File: src/rtl/protobuf_pkg.sv
// Shared types and constants for the protobuf serializer front end.
// TABLE_ENTRY is the decoded form of one 16-byte type-table record.
package protobuf_pkg;

  localparam int ENTRY_BYTES     = 16;
  localparam int LANES           = 8;
  localparam int FLAG_NESTED_BIT = 0;
  localparam int FLAG_LAST_BIT   = 1;

  localparam logic DRAM_RD = 1'b0;
  localparam logic DRAM_WR = 1'b1;

  typedef struct packed {
    logic [15:0] field_id;
    logic [7:0]  field_type;
    logic [15:0] offset;
    logic [15:0] size;
    logic        nested;
    logic [63:0] nested_type_table;
  } TABLE_ENTRY;

  typedef enum logic [2:0] {
    ST_IDLE,
    ST_REQ_LO,
    ST_REQ_HI,
    ST_EMIT,
    ST_DONE
  } fetch_state_e;

  // lo = record bytes 0-7, hi = bytes 8-15, both little-endian.
  function automatic TABLE_ENTRY decode_entry(input logic [63:0] lo, input logic [63:0] hi);
    TABLE_ENTRY e;
    e.field_id          = lo[15:0];
    e.field_type        = lo[23:16];
    e.nested            = lo[24 + FLAG_NESTED_BIT];
    e.offset            = lo[47:32];
    e.size              = lo[63:48];
    e.nested_type_table = hi;
    return e;
  endfunction

endpackage

File: src/rtl/dram_word_reader.sv
// Issues one 8-lane DRAM read at base..base+7 and returns the assembled 64-bit word.
// done is combinational on the cycle all lanes are valid together; abort wins over done.
module dram_word_reader
  import protobuf_pkg::*;
(
  input  logic                   clk,
  input  logic                   reset,
  input  logic                   start,
  input  logic                   abort,
  input  logic [63:0]            base,
  input  logic [LANES-1:0]       dram_valid,
  input  logic [LANES-1:0][7:0]  dram_data,
  output logic [LANES-1:0]       dram_en,
  output logic [LANES-1:0][63:0] dram_addr,
  output logic                   busy,
  output logic                   done,
  output logic [63:0]            word
);

  logic        busy_q, busy_d;
  logic [63:0] base_q, base_d;

  always_comb begin
    busy_d = busy_q;
    base_d = base_q;
    done   = 1'b0;
    if (abort) begin
      busy_d = 1'b0;
    end else if (busy_q) begin
      if (&dram_valid) begin
        busy_d = 1'b0;
        done   = 1'b1;
      end
    end else if (start) begin
      busy_d = 1'b1;
      base_d = base;
    end
  end

  always_ff @(posedge clk or posedge reset) begin
    if (reset) begin
      busy_q <= 1'b0;
      base_q <= '0;
    end else begin
      busy_q <= busy_d;
      base_q <= base_d;
    end
  end

  always_comb begin
    for (int i = 0; i < LANES; i++) begin
      dram_addr[i] = busy_q ? (base_q + 64'(i)) : 64'h0;
    end
  end

  assign dram_en = busy_q ? '1 : '0;
  assign busy    = busy_q;
  assign word    = dram_data;

endmodule

File: src/rtl/fetch.sv
// Type-table fetch unit: walks 16-byte records from a base address, decodes each
// into a TABLE_ENTRY and hands it to the object buffer over a valid/full handshake.
module fetch
  import protobuf_pkg::*;
(
  input  logic                   clk,
  input  logic                   reset,
  input  logic                   en,
  input  logic [63:0]            new_addr,
  input  logic                   new_addr_valid,
  input  logic [LANES-1:0]       dram_valid,
  input  logic [LANES-1:0][7:0]  dram_data,
  output logic [LANES-1:0]       dram_en,
  output logic                   dram_rdwr,
  output logic [LANES-1:0][63:0] dram_addr,
  output TABLE_ENTRY             entry,
  input  logic                   ob_full,
  output logic                   ob_valid
);

  fetch_state_e state_q, state_d;
  logic [63:0]  addr_q, addr_d;
  logic [63:0]  lo_q, lo_d;
  logic         loaded_q, loaded_d;
  logic         last_q, last_d;
  logic         ob_valid_q, ob_valid_d;
  TABLE_ENTRY   entry_q, entry_d;

  logic         rd_start;
  logic [63:0]  rd_base;
  logic         rd_busy;
  logic         rd_done;
  logic [63:0]  rd_word;

  dram_word_reader u_reader (
    .clk        (clk),
    .reset      (reset),
    .start      (rd_start),
    .abort      (new_addr_valid),
    .base       (rd_base),
    .dram_valid (dram_valid),
    .dram_data  (dram_data),
    .dram_en    (dram_en),
    .dram_addr  (dram_addr),
    .busy       (rd_busy),
    .done       (rd_done),
    .word       (rd_word)
  );

  always_comb begin
    state_d    = state_q;
    addr_d     = addr_q;
    lo_d       = lo_q;
    loaded_d   = loaded_q;
    last_d     = last_q;
    ob_valid_d = ob_valid_q;
    entry_d    = entry_q;
    rd_start   = 1'b0;
    rd_base    = addr_q;

    if (new_addr_valid) begin
      addr_d     = new_addr;
      loaded_d   = 1'b1;
      ob_valid_d = 1'b0;
      state_d    = ST_IDLE;
    end else begin
      case (state_q)
        ST_IDLE: begin
          if (en && loaded_q) state_d = ST_REQ_LO;
        end
        ST_REQ_LO: begin
          if (rd_done) begin
            lo_d    = rd_word;
            state_d = ST_REQ_HI;
          end else if (!rd_busy && en) begin
            rd_start = 1'b1;
          end
        end
        ST_REQ_HI: begin
          rd_base = addr_q + 64'(LANES);
          if (rd_done) begin
            entry_d    = decode_entry(lo_q, rd_word);
            last_d     = lo_q[24 + FLAG_LAST_BIT];
            ob_valid_d = 1'b1;
            state_d    = ST_EMIT;
          end else if (!rd_busy && en) begin
            rd_start = 1'b1;
          end
        end
        ST_EMIT: begin
          if (!ob_full) begin
            ob_valid_d = 1'b0;
            if (last_q) begin
              state_d = ST_DONE;
            end else begin
              addr_d  = addr_q + 64'(ENTRY_BYTES);
              state_d = en ? ST_REQ_LO : ST_IDLE;
            end
          end
        end
        ST_DONE: ;
        default: state_d = ST_IDLE;
      endcase
    end
  end

  always_ff @(posedge clk or posedge reset) begin
    if (reset) begin
      state_q    <= ST_IDLE;
      addr_q     <= '0;
      lo_q       <= '0;
      loaded_q   <= 1'b0;
      last_q     <= 1'b0;
      ob_valid_q <= 1'b0;
      entry_q    <= '0;
    end else begin
      state_q    <= state_d;
      addr_q     <= addr_d;
      lo_q       <= lo_d;
      loaded_q   <= loaded_d;
      last_q     <= last_d;
      ob_valid_q <= ob_valid_d;
      entry_q    <= entry_d;
    end
  end

  assign entry     = entry_q;
  assign ob_valid  = ob_valid_q;
  assign dram_rdwr = DRAM_RD;

endmodule

File: config.mk
export PLATFORM = sky130hd
export DESIGN_NAME = fetch
export DESIGN_NICKNAME = d
export VERILOG_FILES = /design/src/rtl/protobuf_pkg.sv /design/src/rtl/dram_word_reader.sv /design/src/rtl/fetch.sv
export SDC_FILE = /design/constraint.sdc
export NUM_CORES = 1
export LEC_CHECK = 0
export CORE_AREA = 2 2 309 311
export CTS_CLUSTER_SIZE = 8
export DETAILED_ROUTE_END_ITERATION = 10
export DIE_AREA = 0 0 311 313
export DONT_BUFFER_PORTS = 1
export SYNTH_ARGS = -nofsm -noshare
export SYNTH_HDL_FRONTEND = slang
export SYNTH_HIERARCHICAL = 1
export SYNTH_SLANG_ARGS = --single-unit
export TNS_END_PERCENT = 5
File: constraint.sdc
create_clock -name clk -period 11 [get_ports clk]
set_clock_uncertainty 0.05 [all_clocks]
set_input_delay 1.1 -clock clk [delete_from_list [all_inputs] [get_ports clk]]
set_output_delay 1.1 -clock clk [all_outputs]
set_load 0.05 [all_outputs]
* Yosys cells after proc, flatten, opt, wreduce, memory -nomap -nowiden
Cells that the tools add are included.
** Storage, ports and cells
- Register bits :: 320
- Output and inout port bits :: 643
** Cells by class
- Add/subtract/negate cells :: 9
- Equal/unequal tests :: 11
- Mux-type cells :: 37
- Bitwise operators :: 2
- Reduce and logical (&&, ||, !) cells :: 14
** Operator list (count)
- 64-bit 2-to-1 mux :: 13
- 64-bit by 3-bit adder with 64-bit output, second input constant :: 4
- 64-bit by 2-bit adder with 64-bit output, second input constant :: 2
- 64-bit by 1-bit adder with 64-bit output, second input constant :: 1
- 64-bit by 4-bit adder with 64-bit output, second input constant :: 1
- 64-bit by 5-bit adder with 64-bit output, second input constant :: 1
- 3-bit 2-to-1 mux :: 6
- 1-bit 2-to-1 mux :: 15
- 3-bit case mux with 5 select lines :: 1
- 3-bit AND reduction :: 5
- 3-bit != test, second input constant :: 4
- 8-bit 2-to-1 mux :: 1
- 8-bit AND reduction :: 1
- 3-bit by 2-bit == test with 1-bit output, second input constant :: 2
- 2-bit != test, second input constant :: 3
- 5-bit AND reduction :: 1
- 3-bit by 1-bit == test with 1-bit output, second input constant :: 1
- 3-bit == test, second input constant :: 1
- 3-bit zero test :: 1
- 3-bit nonzero test :: 1
- 1-bit logical AND :: 2
- 1-bit inverter :: 2
- 1-bit case mux with 2 select lines :: 1
- 2-bit nonzero test :: 1
- 2 further kinds :: 2

* Longest topological paths before layout
Gate-level depths: netlist of run 1.
- Depth after elaboration :: 10
- Depth in mapped cells :: 10

* Hierarchy
Netlist of run 1, hierarchy kept.
** By module, submodules not included
- dram_word_reader :: instances 1, cells each 1883, area each 12944.9 µm², seq. area each 1626.6 µm²
- fetch :: instances 1, cells each 1041, area each 11981.5 µm², seq. area each 6231.0 µm²

* Worst setup path after synthesis of run 1
OpenSTA, ideal clock, no wires.
- Path type :: register to output
- Start :: reg u_reader.base_q[1]
- End :: out dram_addr[497] (netlist bit)
- Arrival time :: 3.453 ns
- Slack :: 6.397 ns
- Cell stages (with the launch flop) :: 8
- Path buffers :: 1
- Cell sequence :: dfrtp_1 > clkbuf_1 > clkinv_1 > ha_1 > a21boi_0 > nor3_1 > nand2_1 > o31ai_1
** RTL lines
- start, declared :: line dram_word_reader.sv:21 : logic [63:0] base_q, base_d;
- start signal, assigned :: line dram_word_reader.sv:46 : base_q <= base_d;
- end, declared :: line fetch.sv:15 : output logic [LANES-1:0][63:0] dram_addr,

==> impl_metrics.json, run 1 <==
{
  "ctsResizeCount": 0,
  "setup.worst_path.end_class": "output port",
  "post-route-period-util": 0.588,
  "grtUsageMet2": 0.447,
  "final_common_cell": "nor2_1",
  "area_growth_pct": 14.1,
  "cts_buffer_depth": 3,
  "setup_ws_ns": 4.53,
  "pin_count": 784,
  "row_count": 113,
  "worst_pin_slew_ns": 1.33,
  "dp_hpwl_um": 104000,
  "die_h_um": 313,
  "final_cells": 4185,
  "coreArea_um2": 94200,
  "regArea_um2": 7860,
  "timing.rr.start": "u_reader/busy",
  "synth_top_cell_by_area": "dfrtp_1",
  "nets": 3066,
  "dp_cells": 4131,
  "grtUsageMet3": 0.0723,
  "start_util": 0.265,
  "synthTopCellsByArea": "dfrtp_1 32%, mux2_2 11%, xor2_1 7.2%",
  "firstDrtPassIters": 7,
  "routedWlPerCell_um": 31.2,
  "ys.flop_type": "dfrtp_1",
  "ir_drop_mv": 0.135,
  "crit_fanout": 18,
  "antenna_found_initial": 21,
  "pre_cts_slack_ns": 5.32,
  "syn_area_per_cell_um2": 8.52,
  "drtIter0Drc": 2410,
  "p_leak_nw": 11.5,
  "drive_above_1_share": 0.237,
  "required_ns": 9.85,
  "synth_top_area_frac": 0.315,
  "cap_viol_max_count": 0,
  "power.density_nw_per_um2": 200,
  "hold_slack_ns": 0.413,
  "worstHoldPathCells": 1,
  "ctsHoldBuffers": 0,
  "max_freq_mhz": 155,
  "min_period_ns": 6.47,
  "drc_errors": 0,
  "vias": 23262,
  "grt_pass1_wl_um": 180000,
  "nFillCells": 10118,
  "grt_max_degree": 160,
  "hold_path_class": "flip-flop to flip-flop",
  "synth_seq_cells": 314,
  "place.gp.congestion": 1.02,
  "path_clk_slew_ns": 0.06,
  "rsz0062_at_grt": "false",
  "antenna_left": 0,
  "utilization": 0.302,
  "final_cell_mix": "371 x nor2_1, 313 x dfrtp_1, 260 x nand2_1",
  "chipWidth_um": 311,
  "synth_edf_count": 0,
  "multi_input_area_um2": 15600,
  "arrival_ns": 5.32,
  "use_met1": 0.265,
  "root_buffer": "clkbuf_16",
  "io_buffers": 0,
  "yosysSeqAreaShare": 0.315,
  "cp-start-kind": "flip-flop",
  "hold_end": "loaded_q",
  "numCtsBuffers": 45,
  "insertion_delay_ns": 0.57,
  "synthArstFlopShare": 1.00,
  "routed_wl_um": 130000,
  "overflow": 0,
  "slew_headroom": 0.113,
  "htree_levels": 2,
  "status": "completed",
  "finalSetupViolCount": 0,
  "syn_inst": 2924,
  "first_global_vias": 22783,
  "ys_types": 64,
  "reg2reg_slack_ns": 7.29,
  "reg2reg_depth": 5,
  "vias_per_cell": 5.56,
  "cts_num_sinks": 314,
  "die_area_um2": 97300,
  "grt_use_total": 0.256,
  "holdCritStartpoint": "loaded_q",
  "grt_busiest_layer": "met2",
  "synth_nets": 3077,
  "syn_area_um2": 24900,
  "maxSlewViolCount": 0,
  "cts_setup_buffers": 0,
  "cts_tree": "built",
  "fin_setup_tns_ns": 0,
  "hold_viol_final": 0,
  "critPathKind": "flip-flop to output port",
  "worst_r2r_endpoint": "entry[77]",
  "yosys_warnings": 6
}
stage by stage:
step	cell area (um^2)	power, mW
2_1_floorplan	24900	3.44
3_3_place_gp	27200	4.34
3_5_place_dp	27200	4.35
4_1_cts	28400	5.65
5_1_grt	28400	5.85
6_report	28400	5.69
cell type report:
type / count / share of cell area
inverter: 47 / 0.00673
timing repair buffer: 251 / 0.0688
antenna: 2 / 0.000176
tap: 1265 / 0.0556
clock buffer: 48 / 0.0400
multi-input combinational: 2254 / 0.549
sequential: 314 / 0.276
clock inverter: 4 / 0.00339
cells by family (layout without fill, tap and decap cells):
| kind of cell | count (synthesis) | count (layout) | synth area share |
|---|---|---|---|
| AND/OR/NAND/NOR | 1279 | 1279 | 0.272 |
| multiplexers | 367 | 367 | 0.160 |
| buffers and inverters | 356 | 350 | 0.0716 |
| XOR/XNOR | 317 | 317 | 0.112 |
| flip-flops | 314 | 314 | 0.315 |
| AO/OA/AOI/OAI | 278 | 278 | 0.0634 |
| adder cells (fa/ha/maj) | 12 | 12 | 0.00602 |
| other | 1 | 3 | 0.000150 |
sequential cells by signal (all words and copies together) (netlist names):
register	count
u_reader/base_q	64
last_q	1
state_q	3
lo_q	58
ob_valid	1
addr_q	64
loaded_q	1
u_reader/busy	1
entry	121
synthesized netlist by cell type (6+ instances only):
cell type  number
and3_1         24
nand2_1       261
buf_1          37
and2_1         40
nand3_1       125
nor2b_1         9
nor4_1         34
mux2_2        246
nor2_1        376
clkbuf_2        9
o31ai_1        46
or3_1          60
clkbuf_1      110
ha_1           12
a31oi_1        18
buf_2          56
o21ai_0       148
nor4_2         10
or4_1           7
xnor2_1       111
buf_4          96
nor4_4         16
a21oi_1        52
dfrtp_1       314
nand4_1       119
nand4_2        14
inv_1          46
xor2_1        204
nand2b_1       37
mux2i_1       121
nand3_2         7
nor3_1         92
nor3_2          6
and4_1         10
worst max-delay path, stage by stage, from the launching register on:
cell      delay (ns)
dfrtp_1         0.73
clkinv_1        0.78
ha_1            0.47
buf_4           0.23
nor4_1          0.85
nand3_1         0.56
xor2_1          0.31
nor2_1          0.79
layer usage:
metal / vias to the layer above / wire length (um) / part of all wire
met1: 11383 / 44200 / 0.34
met4: 36 / 10800 / 0.083
met5: - / 216 / 0.0017
li1: 10031 / - / -
met2: 1411 / 63800 / 0.49
met3: 401 / 11500 / 0.088
power breakdown:
part / internal (mW) / switching (mW)
registers: 1.29 / 0.512
clock network: 0.751 / 0.515
logic: 0.657 / 1.96
how the worst max path moves through the flow:
stage                        from             end  slack [ns]  depth (start not counted)
2_1_floorplan               reset       addr_q[0]        3.01                          1
3_3_place_gp   u_reader/base_q[1]  dram_addr[477]        5.42                          7
3_5_place_dp   u_reader/base_q[1]  dram_addr[477]        5.32                          7
4_1_cts        u_reader/base_q[1]  dram_addr[230]        4.68                          7
5_1_grt        u_reader/base_q[1]  dram_addr[465]        4.47                          7
6_report       u_reader/base_q[1]  dram_addr[230]        4.53                          7
Note: power is estimated with default switching activity, not from simulation.
==> run 2, diff against run 1 <==
==> constraint.sdc (replaced) <==
create_clock -name clk -period 6.4 [get_ports clk]
set_clock_uncertainty 0.05 [all_clocks]
set_input_delay 0.64 -clock clk [delete_from_list [all_inputs] [get_ports clk]]
set_output_delay 0.64 -clock clk [all_outputs]
set_load 0.05 [all_outputs]
==> run 2 against run 1 <==
Effect of this change:
- hold slack got worse by 0.29 ns
- count of clock-buffer cells in the layout increased by 1
- largest cell class unchanged
- final area increased by 1.2%
- flip-flop and latch count unchanged
- combinational power increased by 66%
- highest routed layer unchanged
- clock power increased by 72%
==> impl_metrics.json, run 2 (same netlist as run 1, synthesis figures left out) <==
{
  "status": "completed",
  "reg2reg_slack_ns": 2.91,
  "antenna_left": 0,
  "htree_levels": 2,
  "worst_pin_slew_ns": 1.33,
  "grt_busiest_layer": "met2",
  "pin_count": 784,
  "first_global_vias": 23451,
  "crit_fanout": 14,
  "arrival_ns": 5.10,
  "vias_per_cell": 5.54,
  "ir_drop_mv": 0.193,
  "hold_viol_final": 0,
  "insertion_delay_ns": 0.58,
  "grt_max_degree": 162,
  "die_area_um2": 97300,
  "nets": 3112,
  "grt_use_total": 0.260,
  "largest_reg_flops": 121,
  "post-route-period-util": 0.904,
  "max_freq_mhz": 173,
  "row_count": 113,
  "setup_ws_ns": 0.613,
  "required_ns": 5.71,
  "power_mw": 9.88,
  "cap_viol_max_count": 0,
  "cp-start-kind": "flip-flop",
  "final_common_cell": "nor2_1",
  "power.density_nw_per_um2": 343,
  "root_buffer": "clkbuf_16",
  "fin_setup_tns_ns": 0,
  "cts_buffer_depth": 3,
  "use_met1": 0.272,
  "placed_area_um2": 27500,
  "setup.worst_path.end_class": "output port",
  "area_growth_pct": 15.5,
  "drive_above_1_share": 0.248,
  "coreArea_um2": 94200,
  "die_h_um": 313,
  "grt_pass1_wl_um": 184000,
  "routedWlPerCell_um": 31.1,
  "hold_path_class": "input pin to flip-flop",
  "critPathKind": "flip-flop to output port",
  "cts_setup_buffers": 0,
  "chipWidth_um": 311,
  "p_leak_nw": 11.7,
  "drc_errors": 0,
  "grtUsageMet2": 0.439,
  "firstDrtPassIters": 5,
  "slew_headroom": 0.105,
  "grtUsageMet3": 0.0743,
  "fin_area_um2": 28800,
  "rsz0062_at_grt": "false",
  "start_util": 0.265,
  "pre_cts_slack_ns": 0.853,
  "vias": 23444,
  "place.gp.congestion": 1.05,
  "finalSetupViolCount": 0,
  "overflow": 0,
  "final_cell_mix": "371 x nor2_1, 313 x dfrtp_1, 287 x buf_4",
  "routed_wl_um": 132000,
  "drtIter0Drc": 2359,
  "maxSlewViolCount": 0,
  "cts_num_sinks": 314,
  "dp_hpwl_um": 104000,
  "min_period_ns": 5.79,
  "io_buffers": 0,
  "numCtsBuffers": 46,
  "path_clk_slew_ns": 0.06,
  "antenna_found_initial": 24,
  "cts_tree": "built"
}
-- run 2: changes by cell type in the layout (fill, tap and decap cells not counted), moves of 2 or more --
cell / change
nor4_2: -2
a21oi_1: +2
a21oi_2: -2
buf_12: +2
buf_4: +47
clkinvlp_4: +2
buf_6: -4
clkinv_2: +2
-- run 2: final cells by class --
class	count	area (um^2)
multi-input combinational	2254	15600
timing repair buffer	296	2290
antenna	3	7.51
fill	10096	65400
clock buffer	49	1160
inverter	47	188
sequential	314	7860
tap	1265	1580
clock inverter	6	76.3
-- run 2: report_power, final --
part           switching [mW]  internal, mW  leakage, nW  total [mW]
clock                   0.899          1.28        0.604        2.18
combinational            3.23          1.13         7.00        4.36
sequential               1.13          2.22         4.13        3.34
total                    5.25          4.63         11.7        9.88
-- run 2: metrics by stage --
step                 util  std cells  hold slack (ns)
global route        0.306       4234           0.0816
floorplan               -       2924            0.387
detailed placement  0.292       4175            0.322
CTS                 0.306       4231           0.0920
global placement    0.292       4174            0.322
finish              0.306       4234            0.125
-- run 2: path summary, 6_finish.rpt --
path,cells past startpoint,to,from
max reg2reg,6,entry[19],u_reader/busy
max in group asynchronous,3,entry[86],reset
min,1,ob_valid,new_addr_valid
max,5,dram_addr[162],u_reader/base_q[2]
min in group asynchronous,2,u_reader/busy,reset
min reg2reg,1,loaded_q,loaded_q
-- run 2: what timing repair did --
action | in CTS | in global routing
hold buffers | 1 | 0
gates resized for setup | 0 | 0
hold endpoints to repair | 27 | 0
-- run 2: metal layers --
layer	wire length, um	vias up
met3	11400	433
met2	62400	1360
met4	12700	30
li1	-	10132
met5	184	-
met1	45000	11489
-- run 2: worst max-delay path, stage by stage, from the launching register on --
cell and delay [ns]:
dfrtp_1 0.62, ha_1 0.68, nand3_1 0.59, nor4_4 0.82, nand3_1 0.56, o31ai_2 1.24
==> run 3, diff against run 2 <==
--- a/config.mk
+++ b/config.mk
@@ -6,6 +6,7 @@
 export NUM_CORES = 1
 export LEC_CHECK = 0
 export CORE_AREA = 2 2 309 311
+export CTS_BUF_LIST = sky130_fd_sc_hd__clkbuf_4
 export CTS_CLUSTER_SIZE = 8
 export DETAILED_ROUTE_END_ITERATION = 10
 export DIE_AREA = 0 0 311 313
==> run 3 against run 2 <==
Effect of this change:
- power decreased by 2.4%
- count of clock-buffer cells in the layout increased by 70
- clock power decreased by 16%
- critical endpoint unchanged
==> impl_metrics.json, run 3 (same netlist as run 1, synthesis figures left out) <==
{
  "status": "completed",
  "max_freq_mhz": 166,
  "grt_use_total": 0.267,
  "rsz0062_at_grt": "false",
  "drtIter0Drc": 2272,
  "final_cell_mix": "371 x nor2_1, 313 x dfrtp_1, 287 x buf_4",
  "pin_count": 784,
  "maxSlewViolCount": 0,
  "grt_pass1_wl_um": 189000,
  "required_ns": 5.71,
  "holdCritStartpoint": "en",
  "grt_max_degree": 162,
  "drc_errors": 0,
  "htree_levels": 3,
  "start_util": 0.265,
  "dp_cells": 4175,
  "cap_viol_max_count": 0,
  "chipWidth_um": 311,
  "slew_headroom": 0.101,
  "dp_hpwl_um": 104000,
  "crit_family": "simple AND/OR/NAND/NOR gates",
  "crit_fanout": 15,
  "final_cells": 4526,
  "p_int_mw": 4.33,
  "setup.worst_path.end_class": "output port",
  "clkPwrFrac": 0.190,
  "power_frac_comb": 0.464,
  "routed_wl_um": 134000,
  "pre_cts_slack_ns": 0.853,
  "fin_setup_tns_ns": 0,
  "arrival_ns": 5.32,
  "die_area_um2": 97300,
  "antenna_found_initial": 27,
  "cp-start-kind": "flip-flop",
  "crit_chain": "nand4_1, nor4_4, nand3_1, o31ai_2",
  "p_leak_nw": 12.5,
  "cts_tree": "built",
  "slowest_delay_ns": 1.26,
  "hold_end": "state_q[0]",
  "root_buffer": "clkbuf_4",
  "antenna_left": 0,
  "hold_path_class": "input pin to flip-flop",
  "insertion_delay_ns": 0.82,
  "place.gp.congestion": 1.05,
  "p_sw_mw": 5.31,
  "timing.rr.start": "u_reader/busy",
  "numCtsBuffers": 87,
  "critPathKind": "flip-flop to output port",
  "fin_area_um2": 30500,
  "coreArea_um2": 94200,
  "cts_setup_buffers": 0,
  "setup_ws_ns": 0.392,
  "routedWlPerCell_um": 29.7,
  "placed_area_um2": 27500,
  "slowest_stage": "o31ai_2",
  "row_count": 113,
  "largest_reg_flops": 121,
  "reg2reg_depth": 8,
  "p_sw_frac": 0.551,
  "worst_pin_slew_ns": 1.34,
  "first_global_vias": 24700,
  "io_buffers": 0,
  "path_buf_inv": 0,
  "reg2reg_slack_ns": 2.88,
  "nets": 3340,
  "power.density_nw_per_um2": 316,
  "drive_above_1_share": 0.252,
  "cts_buffer_depth": 3,
  "worst_r2r_endpoint": "u_reader/base_q[2]",
  "overflow": 0,
  "ir_drop_mv": 0.155,
  "hold_viol_final": 0,
  "path_clk_slew_ns": 0.06,
  "worstHoldPathCells": 4,
  "pwr-share-seq": 0.346,
  "vias": 24497,
  "post-route-period-util": 0.939,
  "finalSetupViolCount": 0,
  "cts_num_sinks": 314,
  "min_period_ns": 6.01,
  "final_common_cell": "nor2_1",
  "vias_per_cell": 5.41,
  "die_h_um": 313,
  "area_growth_pct": 22.5,
  "firstDrtPassIters": 6
}
-- run 3: worst max-delay path by stage --
stage                              from        endpoint  slack (ns)  cells past startpoint
global route         u_reader/base_q[2]  dram_addr[162]        0.23                      5
detailed placement   u_reader/base_q[2]  dram_addr[162]        0.85                      5
finish              u_reader/base_q[15]  dram_addr[162]        0.39                      4
CTS                  u_reader/base_q[2]  dram_addr[162]        0.42                      5
global placement    u_reader/base_q[15]  dram_addr[162]        0.96                      4
floorplan            u_reader/base_q[1]  dram_addr[497]        2.26                      7
-- run 3: power by group through the flow --
| stage | sequential [mW] | clock, mW | combinational [mW] |
|---|---|---|---|
| floorplan | 2.43 | 0 | 3.48 |
| global placement | 3.30 | 0 | 4.25 |
| detailed placement | 3.30 | 0 | 4.26 |
| CTS | 3.26 | 1.91 | 4.40 |
| global route | 3.35 | 2.02 | 4.60 |
| finish | 3.34 | 1.83 | 4.47 |
-- run 3: per-layer routing --
metal  track usage  vias to the layer above  share of wire
li1              -                    10665              -
met1         0.281                    11964           0.35
met2         0.453                     1438           0.48
met3        0.0743                      396          0.084
met4         0.208                       34          0.089
met5             0                        -         0.0017
-- run 3: cell type report --
| class | instances | area [um^2] |
|---|---|---|
| Multi-Input combinational cell | 2254 | 15600 |
| Sequential cell | 314 | 7860 |
| Tap cell | 1265 | 1580 |
| Inverter | 47 | 188 |
| Clock inverter | 33 | 173 |
| Antenna cell | 11 | 27.5 |
| Clock buffer | 119 | 893 |
| Timing Repair Buffer | 483 | 4170 |
| Fill cell | 10026 | 63600 |
-- run 3: worst min-delay path: stages --
cell,delay (ns)
nand2_1,0.03
o21ai_0,0.09
nand2_1,0.07
a31oi_1,0.07
-- run 3: repair_timing --
action | CTS | global route
endpoints found under the hold margin | 281 | 0
hold buffers | 188 | 0
endpoints found under the setup margin | 1 | 0
resized for setup | 1 | 0
-- run 3: through the flow --
step	power, mW	util	hold slack (ns)
floorplan	5.91	-	0.387
global placement	7.55	0.292	0.322
detailed placement	7.56	0.292	0.322
CTS	9.58	0.324	0.00541
global route	9.97	0.324	0.0511
finish	9.64	0.324	0.128
